`src/rtl/id_ex_operand_stage.sv`:
```
// ID/EX operand stage: selects rs1/rs2 operands with MEM/WB bypass, stalls decode on
// unresolved RAW hazards and holds one instruction in the ID/EX pipeline register.
module id_ex_operand_stage #(
    parameter int CTRL_W = 16,
    parameter bit FWD_WB = 1'b1
) (
    input  logic              clk,
    input  logic              rst,
    input  logic              id_valid,
    output logic              id_ready,
    input  logic [31:0]       id_pc,
    input  logic [4:0]        id_rs1,
    input  logic [4:0]        id_rs2,
    input  logic              id_uses_rs1,
    input  logic              id_uses_rs2,
    input  logic [4:0]        id_rd,
    input  logic              id_reg_write,
    input  logic              id_mem_read,
    input  logic [31:0]       id_imm,
    input  logic [CTRL_W-1:0] id_ctrl,
    output logic [4:0]        rf_rs1,
    output logic [4:0]        rf_rs2,
    input  logic [31:0]       rf_rs1_data,
    input  logic [31:0]       rf_rs2_data,
    input  logic [4:0]        mem_rd,
    input  logic              mem_reg_write,
    input  logic              mem_fwd_ok,
    input  logic [31:0]       mem_data,
    input  logic [4:0]        wb_rd,
    input  logic              wb_reg_write,
    input  logic [31:0]       wb_data,
    input  logic              flush,
    input  logic              ex_ready,
    output logic              ex_valid,
    output logic [31:0]       ex_pc,
    output logic [31:0]       ex_rs1_val,
    output logic [31:0]       ex_rs2_val,
    output logic [31:0]       ex_imm,
    output logic [4:0]        ex_rd,
    output logic              ex_reg_write,
    output logic              ex_mem_read,
    output logic [CTRL_W-1:0] ex_ctrl
);

    logic              vld_p1;
    logic [31:0]       pc_p1;
    logic [31:0]       rs1_val_p1;
    logic [31:0]       rs2_val_p1;
    logic [31:0]       imm_p1;
    logic [4:0]        rd_p1;
    logic              reg_write_p1;
    logic              mem_read_p1;
    logic [CTRL_W-1:0] ctrl_p1;

    logic [31:0]       rs1_val_p0;
    logic [31:0]       rs2_val_p0;
    logic              stall_p0;

    // The youngest in-flight producer wins: MEM over WB over the regfile; x0 is hardwired.
    function automatic logic [31:0] sel_operand(
        input logic [4:0]  src,
        input logic [31:0] rf_val,
        input logic [4:0]  m_rd,
        input logic        m_we,
        input logic        m_ok,
        input logic [31:0] m_val,
        input logic [4:0]  w_rd,
        input logic        w_we,
        input logic [31:0] w_val
    );
        if (src == 5'd0)
            return 32'h0;
        else if (m_we && m_rd == src && m_ok)
            return m_val;
        else if (FWD_WB && w_we && w_rd == src)
            return w_val;
        else
            return rf_val;
    endfunction

    // A result still in EX, or a load in MEM without final data, cannot be bypassed yet.
    function automatic logic src_hazard(
        input logic       uses,
        input logic [4:0] src,
        input logic       e_vld,
        input logic       e_we,
        input logic [4:0] e_rd,
        input logic       m_we,
        input logic [4:0] m_rd,
        input logic       m_ok
    );
        if (!uses || src == 5'd0)
            return 1'b0;
        else if (e_vld && e_we && e_rd == src)
            return 1'b1;
        else
            return m_we && m_rd == src && !m_ok;
    endfunction

    assign rf_rs1 = id_rs1;
    assign rf_rs2 = id_rs2;

    // Stage p0: operand select and hazard detection on the decode side
    always_comb begin
        rs1_val_p0 = sel_operand(id_rs1, rf_rs1_data, mem_rd, mem_reg_write, mem_fwd_ok,
                                 mem_data, wb_rd, wb_reg_write, wb_data);
        rs2_val_p0 = sel_operand(id_rs2, rf_rs2_data, mem_rd, mem_reg_write, mem_fwd_ok,
                                 mem_data, wb_rd, wb_reg_write, wb_data);
        stall_p0   = src_hazard(id_uses_rs1, id_rs1, vld_p1, reg_write_p1, rd_p1,
                                mem_reg_write, mem_rd, mem_fwd_ok)
                   | src_hazard(id_uses_rs2, id_rs2, vld_p1, reg_write_p1, rd_p1,
                                mem_reg_write, mem_rd, mem_fwd_ok);
    end

    assign id_ready = !rst && !flush && !(id_valid && stall_p0) && (!vld_p1 || ex_ready);

    // Stage p1: ID/EX pipeline register
    always_ff @(posedge clk) begin
        if (rst) begin
            vld_p1       <= 1'b0;
            pc_p1        <= '0;
            rs1_val_p1   <= '0;
            rs2_val_p1   <= '0;
            imm_p1       <= '0;
            rd_p1        <= '0;
            reg_write_p1 <= 1'b0;
            mem_read_p1  <= 1'b0;
            ctrl_p1      <= '0;
        end else if (flush) begin
            vld_p1 <= 1'b0;
        end else if (id_valid && id_ready) begin
            vld_p1       <= 1'b1;
            pc_p1        <= id_pc;
            rs1_val_p1   <= rs1_val_p0;
            rs2_val_p1   <= rs2_val_p0;
            imm_p1       <= id_imm;
            rd_p1        <= id_rd;
            reg_write_p1 <= id_reg_write;
            mem_read_p1  <= id_mem_read;
            ctrl_p1      <= id_ctrl;
        end else if (ex_ready || !vld_p1) begin
            vld_p1 <= 1'b0;
        end
    end

    assign ex_valid     = vld_p1;
    assign ex_pc        = pc_p1;
    assign ex_rs1_val   = rs1_val_p1;
    assign ex_rs2_val   = rs2_val_p1;
    assign ex_imm       = imm_p1;
    assign ex_rd        = rd_p1;
    assign ex_reg_write = reg_write_p1;
    assign ex_mem_read  = mem_read_p1;
    assign ex_ctrl      = ctrl_p1;

endmodule

```
`config.mk`:
```
export PLATFORM = sky130hd
export DESIGN_NAME = id_ex_operand_stage
export DESIGN_NICKNAME = d
export VERILOG_FILES = /design/src/rtl/id_ex_operand_stage.sv
export SDC_FILE = /design/constraint.sdc
export NUM_CORES = 1
export LEC_CHECK = 0
export ABC_AREA = 1
export BUFFER_PORTS_ARGS = -buffer_cell sky130_fd_sc_hd__buf_2
export CORE_AREA = 2 2 157 159
export CTS_CLUSTER_DIAMETER = 30
export CTS_CLUSTER_SIZE = 30
export DETAILED_ROUTE_END_ITERATION = 10
export DIE_AREA = 0 0 159 161
export PLACE_DENSITY_LB_ADDON = 0.2
export SLEW_MARGIN = 5
export SYNTH_ARGS = -nofsm -noshare
export SYNTH_HDL_FRONTEND = slang
export SYNTH_SLANG_ARGS = --single-unit
```
`constraint.sdc`:
```
create_clock -name clk -period 3.7 [get_ports clk]
set_input_delay 0.925 -clock clk [delete_from_list [all_inputs] [get_ports clk]]
set_output_delay 0.925 -clock clk [all_outputs]
set_load 0.005 [all_outputs]
```
==> reports/qor.csv, run 1 <==
stage,metric,value,unit
timing,worst hold slack,0.508,ns
critical_path,Worst setup SP type,primary input,
global_route,antenna violations before repair,7,
global_route,largest net degree at the start of global routing,137,
clock_network,H-tree Lvls,4,
pwr,Pwr Total,4.29,mW
timing,Slew headroom,0.523,
pwr,pwr dens,380,nW/µm²
critical_path,Critical R2R Launch,ex_rd[0]$_SDFFE_PP0P_,
critical_path,Critical Path Sink Type,output port,
synth,Syn. warnings,0,
clock_network,postcts setup bufs,0,
floorplanning,Die Span Y,161,µm
synth,number of cells produced by synthesis,1457,
final_layout,most frequent cells in the layout,"410 x nand2_1, 407 x buf_2, 385 x nor2_1, 206 x inv_1, 152 x dfxtp_1",
timing,crit share post-route,0.799,
hold_path,Min-Delay Path Class,register to register,
final_layout,Final Cell Area,11300,µm²
placement,IO Port Bufs,407,
synth,"Seq/Total Area, Yosys",0.360,
hold_path,worst hold start,ex_rs2_val[2]$_SDFFE_PP0P_,
detailed_routing,"wirelength, routed",31.3,mm
timing,Final WS setup,0.744,ns
timing,worst-margin pin slew,0.716,ns
global_route,global-route wire length before repair,48.2,mm
floorplanning,Core ar.,24000,µm²
clock_network,# resized after CTS,0,
pwr,peak supply drop,0.323,mV
critical_path,Crit. Startpoint,id_rs2[4],
clock_network,Clock Sinks,152,
timing,minimum clock period,2.96,ns
final_layout,nets,2053,
global_route,grt ovf,0,
global_route,gr usage total,0.237,
placement,routability congestion estimate,0.942,
detailed_routing,Pre-antenna DRT Iters,5,
floorplanning,Die W,159,µm
timing,Final Max Slew Viols,0,
synth,"Distinct cells, synth",31,
synth,Mapped Nets,1702,
critical_path,WP data required,2.77,ns
timing,Finish-stage setup viols,0,
placement,DP HPWL,23.4,mm
floorplanning,number of cell rows,57,
final_layout,area delta synth->final,33.4,%
detailed_routing,DR vias/cell,4.51,
timing,RSZ-0062 raised after global routing,no,
outcome,status,"finished, final reports clean",
clock_network,worst-skew pair later-pin latency,0.42,ns
timing,Final Skew,0.0169,ns
clock_network,Root Buffer,clkbuf_16,
floorplanning,starting density of the core,0.353,
detailed_routing,Final ANT Viol Nets,0,
final_layout,layout cells sized above 1,0.259,
final_layout,"commonest non-fill, non-tap cell in the layout",nand2_1,
placement,area post-placement,10600,µm²
placement,pre-CTS setup slack,0.738,ns
critical_path,CP arrival,2.03,ns
clock_network,Worst-path clk slew,0.07,ns
job,max-cap violation count,0,
clock_network,number of hold buffers added after cts,0,
critical_path,critical-path maximum fanout,6,
synth,Seq cells post-synth,152,
synth,Synth Cell Area,8450,µm²
clock_network,CTS tree,done,
detailed_routing,DRT iter0 DRCs,675,
timing,max frequency,0.338,GHz
synth,syn_area_per_cell,5.80,µm²
timing,Setup TNS Final,0,ns
detailed_routing,drt wl/cell,14.5,µm
floorplanning,I/O pin count,408,
clock_network,CTS Buf Count,17,
critical_path,critical path type,primary input to output port,
global_route,vias in the first global route,9053,
detailed_routing,DRC,0,
floorplanning,total die area,25600,µm²
detailed_routing,routed via count,9713,
timing,endpoints failing hold,0,
pwr,Leak,6.78,nW
clock_network,CTS Buffer Depth,2,
[cell usage after synthesis]
master	n	area, µm²
inv_1	206	773
o21bai_1	8	60.1
inv_2	6	22.5
nor3_4	1	16.3
xnor2_1	1	8.76
nor2_1	385	1450
clkinv_1	1	3.75
nor3_1	3	15.0
o21ai_0	72	360
nand3_1	10	50.1
or2_2	1	6.26
clkbuf_1	40	150
a31oi_1	16	100
nand4_2	1	12.5
buf_6	3	33.8
a21oi_2	2	17.5
nand3_4	1	17.5
nand3_2	1	10.0
nor3_2	1	10.0
nor2_4	1	11.3
a21oi_1	21	105
o22ai_1	1	6.26
o21ai_1	38	190
nor2_2	2	12.5
dfxtp_1	152	3040
nand2_1	410	1540
buf_4	10	75.1
xor2_1	2	17.5
a21boi_0	1	7.51
buf_2	36	180
nand4_1	24	150
[critical path, stage by stage]
cell	delay, ns
buf_2	0.15
inv_1	0.09
nand2_1	0.05
nand2_1	0.05
nand2_1	0.06
nor2_1	0.15
nand3_1	0.10
nand2_1	0.07
nand2_1	0.09
nand2_1	0.08
a21boi_0	0.07
buf_2	0.13
[worst paths after layout]
check	to	slack [ns]	cells after the start
setup / recovery	id_ready	0.74	12
hold / removal	ex_rs2_val[2]$_SDFFE_PP0P_	0.51	4
setup reg to reg	ex_rs1_val[4]$_SDFFE_PP0P_	1.63	12
hold reg to reg	ex_rs2_val[2]$_SDFFE_PP0P_	0.51	4
[cells by family (layout without fill, tap and decap cells)]
| family | count (synthesis) | count (layout) | synth area share |
|---|---|---|---|
| other | 0 | 7 | 0 |
| flip-flops | 152 | 152 | 0.360 |
| buffers and inverters | 302 | 666 | 0.147 |
| AO/OA/AOI/OAI | 159 | 159 | 0.100 |
| XOR/XNOR | 3 | 3 | 0.00311 |
| AND/OR/NAND/NOR | 841 | 841 | 0.390 |
[per-stage QoR]
| step | util | instances |
|---|---|---|
| detailed placement | 0.444 | 2113 |
| global route | 0.470 | 2150 |
| global placement | 0.444 | 2113 |
| finish | 0.470 | 2152 |
| CTS | 0.470 | 2145 |
| floorplan | - | 1457 |
[layer usage]
metal  share of wire  vias to the layer above  wire length (µm)  GRT usage
li1                -                     5065                 -          -
met1            0.41                     4136             12800      0.279
met2            0.47                      443             14800      0.421
met3           0.085                       67              2670     0.0570
met4           0.034                        2              1060     0.0880
met5         0.00035                        -                11          0
[flip-flops by register name, indices dropped and copies added (netlist names)]
register      flops
ex_pc            32
ex_mem_read       1
ex_valid          1
ex_rs2_val       32
ex_rs1_val       32
ex_imm           32
ex_rd             5
ex_ctrl          16
ex_reg_write      1
[final cells by class]
| type | count | area, µm² |
|---|---|---|
| fill | 2649 | 12700 |
| multi-input combinational | 1003 | 4190 |
| sequential | 152 | 3040 |
| timing repair buffer | 421 | 2200 |
| inverter | 213 | 802 |
| clock buffer | 17 | 425 |
| tap | 324 | 405 |
| clock inverter | 15 | 189 |
| antenna | 7 | 17.5 |
[report_power, final]
group	internal [mW]	switching (mW)
Sequential	1.72	0.0463
Clock	0.926	0.863
Combinational	0.304	0.426
Total	2.95	1.34
(Power assumes the default switching activity.)
==> run 2: changes to the inputs <==
==> constraint.sdc (replaced) <==
create_clock -name clk -period 2.5 [get_ports clk]
set_input_delay 0.625 -clock clk [delete_from_list [all_inputs] [get_ports clk]]
set_output_delay 0.625 -clock clk [all_outputs]
set_load 0.005 [all_outputs]
==> reports/qor.csv, run 2 (synthesis gave the netlist of run 1 again) <==
stage,metric,value,unit,change
critical_path,WP data required,1.88,ns,-0.89 ns
global_route,largest net degree at the start of global routing,47,,-66%
critical_path,Crit path top cell by count,nand2_1,,
timing,Slew headroom,0.720,,+0.198
final_layout,Layout Utilization,0.485,,+0.0144
pwr,Leak,6.97,nW,+2.7%
critical_path,critical-path maximum fanout,5,,-1
final_layout,Final Non-Filler Cells,2181,,+1.3%
floorplanning,Die Span Y,161,µm,unchanged
placement,pre-CTS setup slack,0.0727,ns,-0.666 ns
detailed_routing,Pre-antenna DRT Iters,7,,+2
floorplanning,starting density of the core,0.353,,unchanged
timing,Final WS setup,0.133,ns,-0.611 ns
timing,RSZ-0062 raised after global routing,no,,
placement,Placed Instances,2141,,+1.3%
timing,Setup TNS Final,0,ns,unchanged
timing,minimum clock period,2.37,ns,
placement,IO Port Bufs,407,,unchanged
clock_network,CTS Buf Count,17,,unchanged
clock_network,worst-skew pair later-pin latency,0.43,ns,about the same
timing,Finish-stage setup viols,0,,unchanged
critical_path,critical path type,primary input to output port,,
final_layout,multi-input combinational cell area,4190,µm²,unchanged
critical_path,Worst setup SP type,primary input,,
timing,worst-margin pin slew,0.419,ns,-0.297 ns
clock_network,H-tree Lvls,4,,unchanged
critical_path,"slowest stage cell, crit path",nor2_1,,
timing,crit share post-route,0.947,,
detailed_routing,Final ANT Viol Nets,0,,unchanged
timing,Final Max Slew Viols,0,,unchanged
final_layout,most frequent cells in the layout,"410 x nand2_1, 407 x buf_2, 385 x nor2_1, 206 x inv_1, 149 x dfxtp_1",,
final_layout,"commonest non-fill, non-tap cell in the layout",nand2_1,,
pwr,pwr dens,547,nW/µm²,+44%
global_route,gr usage total,0.237,,about the same
detailed_routing,"wirelength, routed",31.3,mm,about the same
floorplanning,number of cell rows,57,,unchanged
clock_network,postcts setup bufs,0,,unchanged
critical_path,CP arrival,1.74,ns,-0.29 ns
final_layout,fill count,2599,,-1.9%
clock_network,Worst-path clk slew,0.08,ns,about the same
final_layout,nets,2081,,+1.4%
clock_network,# resized after CTS,0,,unchanged
final_layout,Sequential Area,3050,µm²,+0.12%
pwr,peak supply drop,0.363,mV,+12%
placement,routability congestion estimate,0.957,,+1.5%
floorplanning,total die area,25600,µm²,unchanged
final_layout,Final Cell Area,11600,µm²,+3.1%
placement,area post-placement,11000,µm²,+3.3%
detailed_routing,drt wl/cell,14.4,µm,-1.2%
pwr,Pwr Total,6.36,mW,+48%
global_route,global-route wire length before repair,48.5,mm,+0.63%
critical_path,crit-path cells,buf_2 > inv_1 > nand2_1 > nand3_1 > nor2_1 > nand3_1 > nand2_1 > nand2_1 > nand2_1 > a21boi_0 > buf_2,,
final_layout,layout cells sized above 1,0.272,,+0.0128
detailed_routing,DR vias/cell,4.54,,+0.50%
timing,endpoints failing hold,0,,unchanged
final_layout,area delta synth->final,37.5,%,
detailed_routing,DRT iter0 DRCs,755,,+12%
job,max-cap violation count,0,,unchanged
floorplanning,I/O pin count,408,,unchanged
clock_network,CTS tree,done,,
timing,worst hold slack,0.404,ns,-0.104 ns
global_route,antenna violations before repair,9,,+2
clock_network,CTS Buffer Depth,2,,unchanged
clock_network,number of hold buffers added after cts,0,,unchanged
timing,max frequency,0.422,GHz,
floorplanning,Die W,159,µm,unchanged
timing,Final Skew,0.0111,ns,-0.00577 ns
critical_path,Critical Path Sink Type,output port,,
clock_network,Root Buffer,clkbuf_16,,
global_route,grt ovf,0,,unchanged
clock_network,Clock Sinks,152,,unchanged
hold_path,Min-Delay Path Class,primary input to register,,
global_route,vias in the first global route,9101,,+0.53%
critical_path,CP max stage delay,0.22,ns,+0.07 ns
outcome,status,"finished, final reports clean",,
detailed_routing,routed via count,9893,,+1.9%
placement,DP HPWL,24.1,mm,+3.0%
floorplanning,Core ar.,24000,µm²,unchanged
detailed_routing,DRC,0,,unchanged
## run 2: changes by cell type in the layout (fill, tap and decap cells not counted), sizes merged
cell      before  now
clkinvlp       0    1
diode          7    8
inv          220  219
buf          421  449
## run 2: final cells by class
cell class	instances	share of cell area
multi-input cells	1003	0.360
repair buffers	449	0.220
well taps	324	0.0349
flip-flops and latches	152	0.262
clock inverters	15	0.0155
diodes	8	0.00172
inverters	213	0.0690
clock buffers	17	0.0366
## run 2: routing by layer
metal | up-vias | track usage | share of wire
met5 | - | 0 | 0.00035
met4 | 2 | 0.0905 | 0.034
met3 | 62 | 0.0696 | 0.085
met2 | 433 | 0.399 | 0.46
met1 | 4275 | 0.288 | 0.42
li1 | 5121 | - | -
## run 2: path summary, 6_finish.rpt
check | cells past startpoint | from | slack (ns) | endpoint
min | 3 | id_imm[19] | 0.40 | ex_imm[19]$_SDFFE_PP0P_
max | 11 | id_rs2[1] | 0.13 | id_ready
max reg2reg | 14 | ex_rd[0]$_SDFFE_PP0P_ | 0.53 | ex_ctrl[14]$_SDFFE_PP0P_
min reg2reg | 4 | ex_pc[15]$_SDFFE_PP0P_ | 0.51 | ex_pc[15]$_SDFFE_PP0P_
## run 2: power breakdown
group	internal [mW]	total (mW)	switching, mW
Clock	1.35	2.62	1.26
Sequential	2.55	2.62	0.0694
Combinational	0.486	1.12	0.637
Total	4.39	6.36	1.97
## run 2: critical path: cells and delay by family
kind	cells	cell delay, ns
AOI/OAI and AO/OA	1	0.06
buffers and inverters	3	0.39
and+or+nand+nor	7	0.66
==> run 3: changes to the inputs <==
--- a/config.mk
+++ b/config.mk
@@ -13,6 +13,7 @@
 export DETAILED_ROUTE_END_ITERATION = 10
 export DIE_AREA = 0 0 159 161
 export PLACE_DENSITY_LB_ADDON = 0.2
+export SETUP_SLACK_MARGIN = 0.3
 export SLEW_MARGIN = 5
 export SYNTH_ARGS = -nofsm -noshare
 export SYNTH_HDL_FRONTEND = slang
==> constraint.sdc (replaced) <==
create_clock -name clk -period 2.1 [get_ports clk]
set_input_delay 0.525 -clock clk [delete_from_list [all_inputs] [get_ports clk]]
set_output_delay 0.525 -clock clk [all_outputs]
set_load 0.005 [all_outputs]
==> reports/qor.csv, run 3 (synthesis gave the netlist of run 1 again) <==
stage,metric,value,unit,change
outcome,status,"finished, final reports clean",,
critical_path,"slowest stage cell, crit path",dfxtp_4,,
floorplanning,total die area,25600,µm²,unchanged
detailed_routing,Pre-antenna DRT Iters,7,,unchanged
critical_path,critical-path maximum fanout,4,,-1
pwr,pwr dens,595,nW/µm²,+8.7%
critical_path,Critical Path Sink Type,output port,,
timing,Final Max Slew Viols,0,,unchanged
global_route,met3 Use GR,0.0591,,-0.0105
clock_network,Clock Sinks,152,,unchanged
placement,pre-CTS setup slack,-0.0536,ns,-0.126 ns
critical_path,Crit path top cell by count,nand2_1,,
detailed_routing,DRT iter0 DRCs,705,,-6.6%
timing,max frequency,0.481,GHz,
floorplanning,starting density of the core,0.353,,unchanged
critical_path,Reg2Reg Capture Point,ex_pc[18]$_SDFFE_PP0P_,,
timing,endpoints failing hold,0,,unchanged
clock_network,CTS Buffer Depth,2,,unchanged
timing,worst-margin pin slew,0.369,ns,-0.0502 ns
hold_path,Worst Hold End,ex_ctrl[3]$_SDFFE_PP0P_,,
clock_network,CTS tree,done,,
timing,Setup TNS Final,0,ns,unchanged
timing,crit share post-route,0.990,,
timing,Slew headroom,0.754,,+0.0338
critical_path,Crit. Startpoint,ex_rd[2]$_SDFFE_PP0P_,,
final_layout,layout cells sized above 1,0.404,,+0.132
final_layout,"commonest non-fill, non-tap cell in the layout",buf_2,,
critical_path,crit-path cells,inv_2 > o21ai_1 > nor2_1 > nand3_1 > nand2_1 > nand2_2 > nand2_1 > a21boi_1 > buf_2,,
critical_path,CP arrival,1.55,ns,-0.19 ns
hold_path,Hold Crit Depth,3,,unchanged
placement,IO Port Bufs,407,,unchanged
detailed_routing,drt wl/cell,15.9,µm,+11%
critical_path,FF-to-FF setup slack,0.06,ns,-0.47 ns
global_route,global-route wire length before repair,49.9,mm,+3.0%
global_route,gr usage total,0.245,,+0.00725
critical_path,WP data required,1.57,ns,-0.31 ns
floorplanning,Core ar.,24000,µm²,unchanged
placement,DP HPWL,24.7,mm,+2.5%
final_layout,Layout Utilization,0.572,,+0.0866
detailed_routing,Final ANT Viol Nets,0,,unchanged
critical_path,Top delay family on crit path,flip-flops,,
clock_network,Root Buffer,clkbuf_16,,
pwr,Pwr Total,8.15,mW,+28%
job,max-cap violation count,0,,unchanged
placement,routability congestion estimate,0.955,,-0.16%
timing,RSZ-0062 raised after global routing,yes,,
critical_path,Buf/Inv on CP,2,,-1
global_route,antenna violations before repair,3,,-6
hold_path,Min-Delay Path Class,primary input to register,,
global_route,met2 usage in global routing,0.421,,+0.0219
final_layout,nets,2162,,+3.9%
critical_path,WP depth,9,,-2
pwr,Leak,7.71,nW,+11%
floorplanning,Die W,159,µm,unchanged
global_route,largest net degree at the start of global routing,42,,-11%
detailed_routing,routed via count,10586,,+7.0%
critical_path,Critical R2R Launch,ex_reg_write$_SDFFE_PP0P_,,
floorplanning,Die Span Y,161,µm,unchanged
clock_network,worst-skew pair later-pin latency,0.43,ns,about the same
timing,Finish-stage setup viols,0,,unchanged
floorplanning,I/O pin count,408,,unchanged
detailed_routing,DR vias/cell,4.69,,+3.4%
timing,minimum clock period,2.08,ns,
global_route,grt ovf,0,,unchanged
final_layout,most frequent cells in the layout,"402 x buf_2, 350 x nor2_1, 271 x nand2_1, 194 x inv_1, 145 x dfxtp_1",,
clock_network,H-tree Lvls,4,,unchanged
global_route,GRT met1 Usage,0.301,,+0.0132
critical_path,Worst setup SP type,register,,
final_layout,area delta synth->final,62.1,%,
global_route,Top Usage Layer GRT,met2,,
critical_path,FF-to-FF path depth,16,,+2
critical_path,CP max stage delay,0.37,ns,+0.15 ns
critical_path,critical path type,register to output port,,
floorplanning,number of cell rows,57,,unchanged
hold_path,worst hold start,id_ctrl[3],,
clock_network,CTS Buf Count,17,,unchanged
final_layout,Final Cell Area,13700,µm²,+18%
pwr,peak supply drop,0.451,mV,+24%
global_route,vias in the first global route,9405,,+3.3%
clock_network,Worst-path clk slew,0.07,ns,about the same
detailed_routing,"wirelength, routed",35.9,mm,+15%
timing,Final Skew,0.0136,ns,+0.00245 ns
placement,area post-placement,11300,µm²,+3.1%
detailed_routing,DRC,0,,unchanged
timing,Final WS setup,0.0203,ns,-0.113 ns
## run 3: worst register-to-register path, delay by kind of cell (launching register included)
kind	cells	cell delay [ns]
buffers and inverters	6	0.89
AND/OR/NAND/NOR	9	0.60
AO/OA/AOI/OAI	1	0.06
flip-flops	1	0.37
## run 3: worst max path at each step
| stage | end | slack, ns |
|---|---|---|
| 4_1_cts | id_ready | -0.01 |
| 6_report | id_ready | 0.02 |
| 5_1_grt | id_ready | -0.08 |
| 3_5_place_dp | id_ready | -0.05 |
| 2_1_floorplan | ex_rs2_val[10]$_SDFFE_PP0P_ | 0.30 |
| 3_3_place_gp | id_ready | -0.08 |
## run 3: layout make-up
type,instances,area (µm²)
diodes,3,7.51
clock buffers,18,439
clock inverters,14,171
fillers,2390,10300
inverters,213,823
multi-input cells,1003,4820
flip-flops and latches,152,3060
well taps,324,405
repair buffers,530,3960
## run 3: stage by stage
stage	hold slack, ns	cells
after CTS	0.300	2209
after detailed placement	0.494	2172
final	0.302	2257
after floorplan	0.504	1457
after global placement	0.493	2172
after global routing	0.291	2256
## run 3: per-layer routing
metal	vias up	share of wire
met2	470	0.48
met5	-	0
met1	4735	0.41
met4	0	0.033
met3	74	0.074
li1	5307	-
## run 3: what timing repair did
item / CTS / global route
setup endpoints to repair: 62 / 153
buffers inserted: 5 / 6
pin swaps: 4 / 50
cloned: 0 / 39
hold buffers: 0 / 0
resized for setup: 18 / 263
hold endpoints to repair: 0 / 0
## run 3: power breakdown
part           switching, mW  leakage, nW  internal [mW]
registers             0.0870         1.25           3.04
logic                  0.930         6.16          0.829
clock network           1.43        0.299           1.84
total                   2.45         7.71           5.70
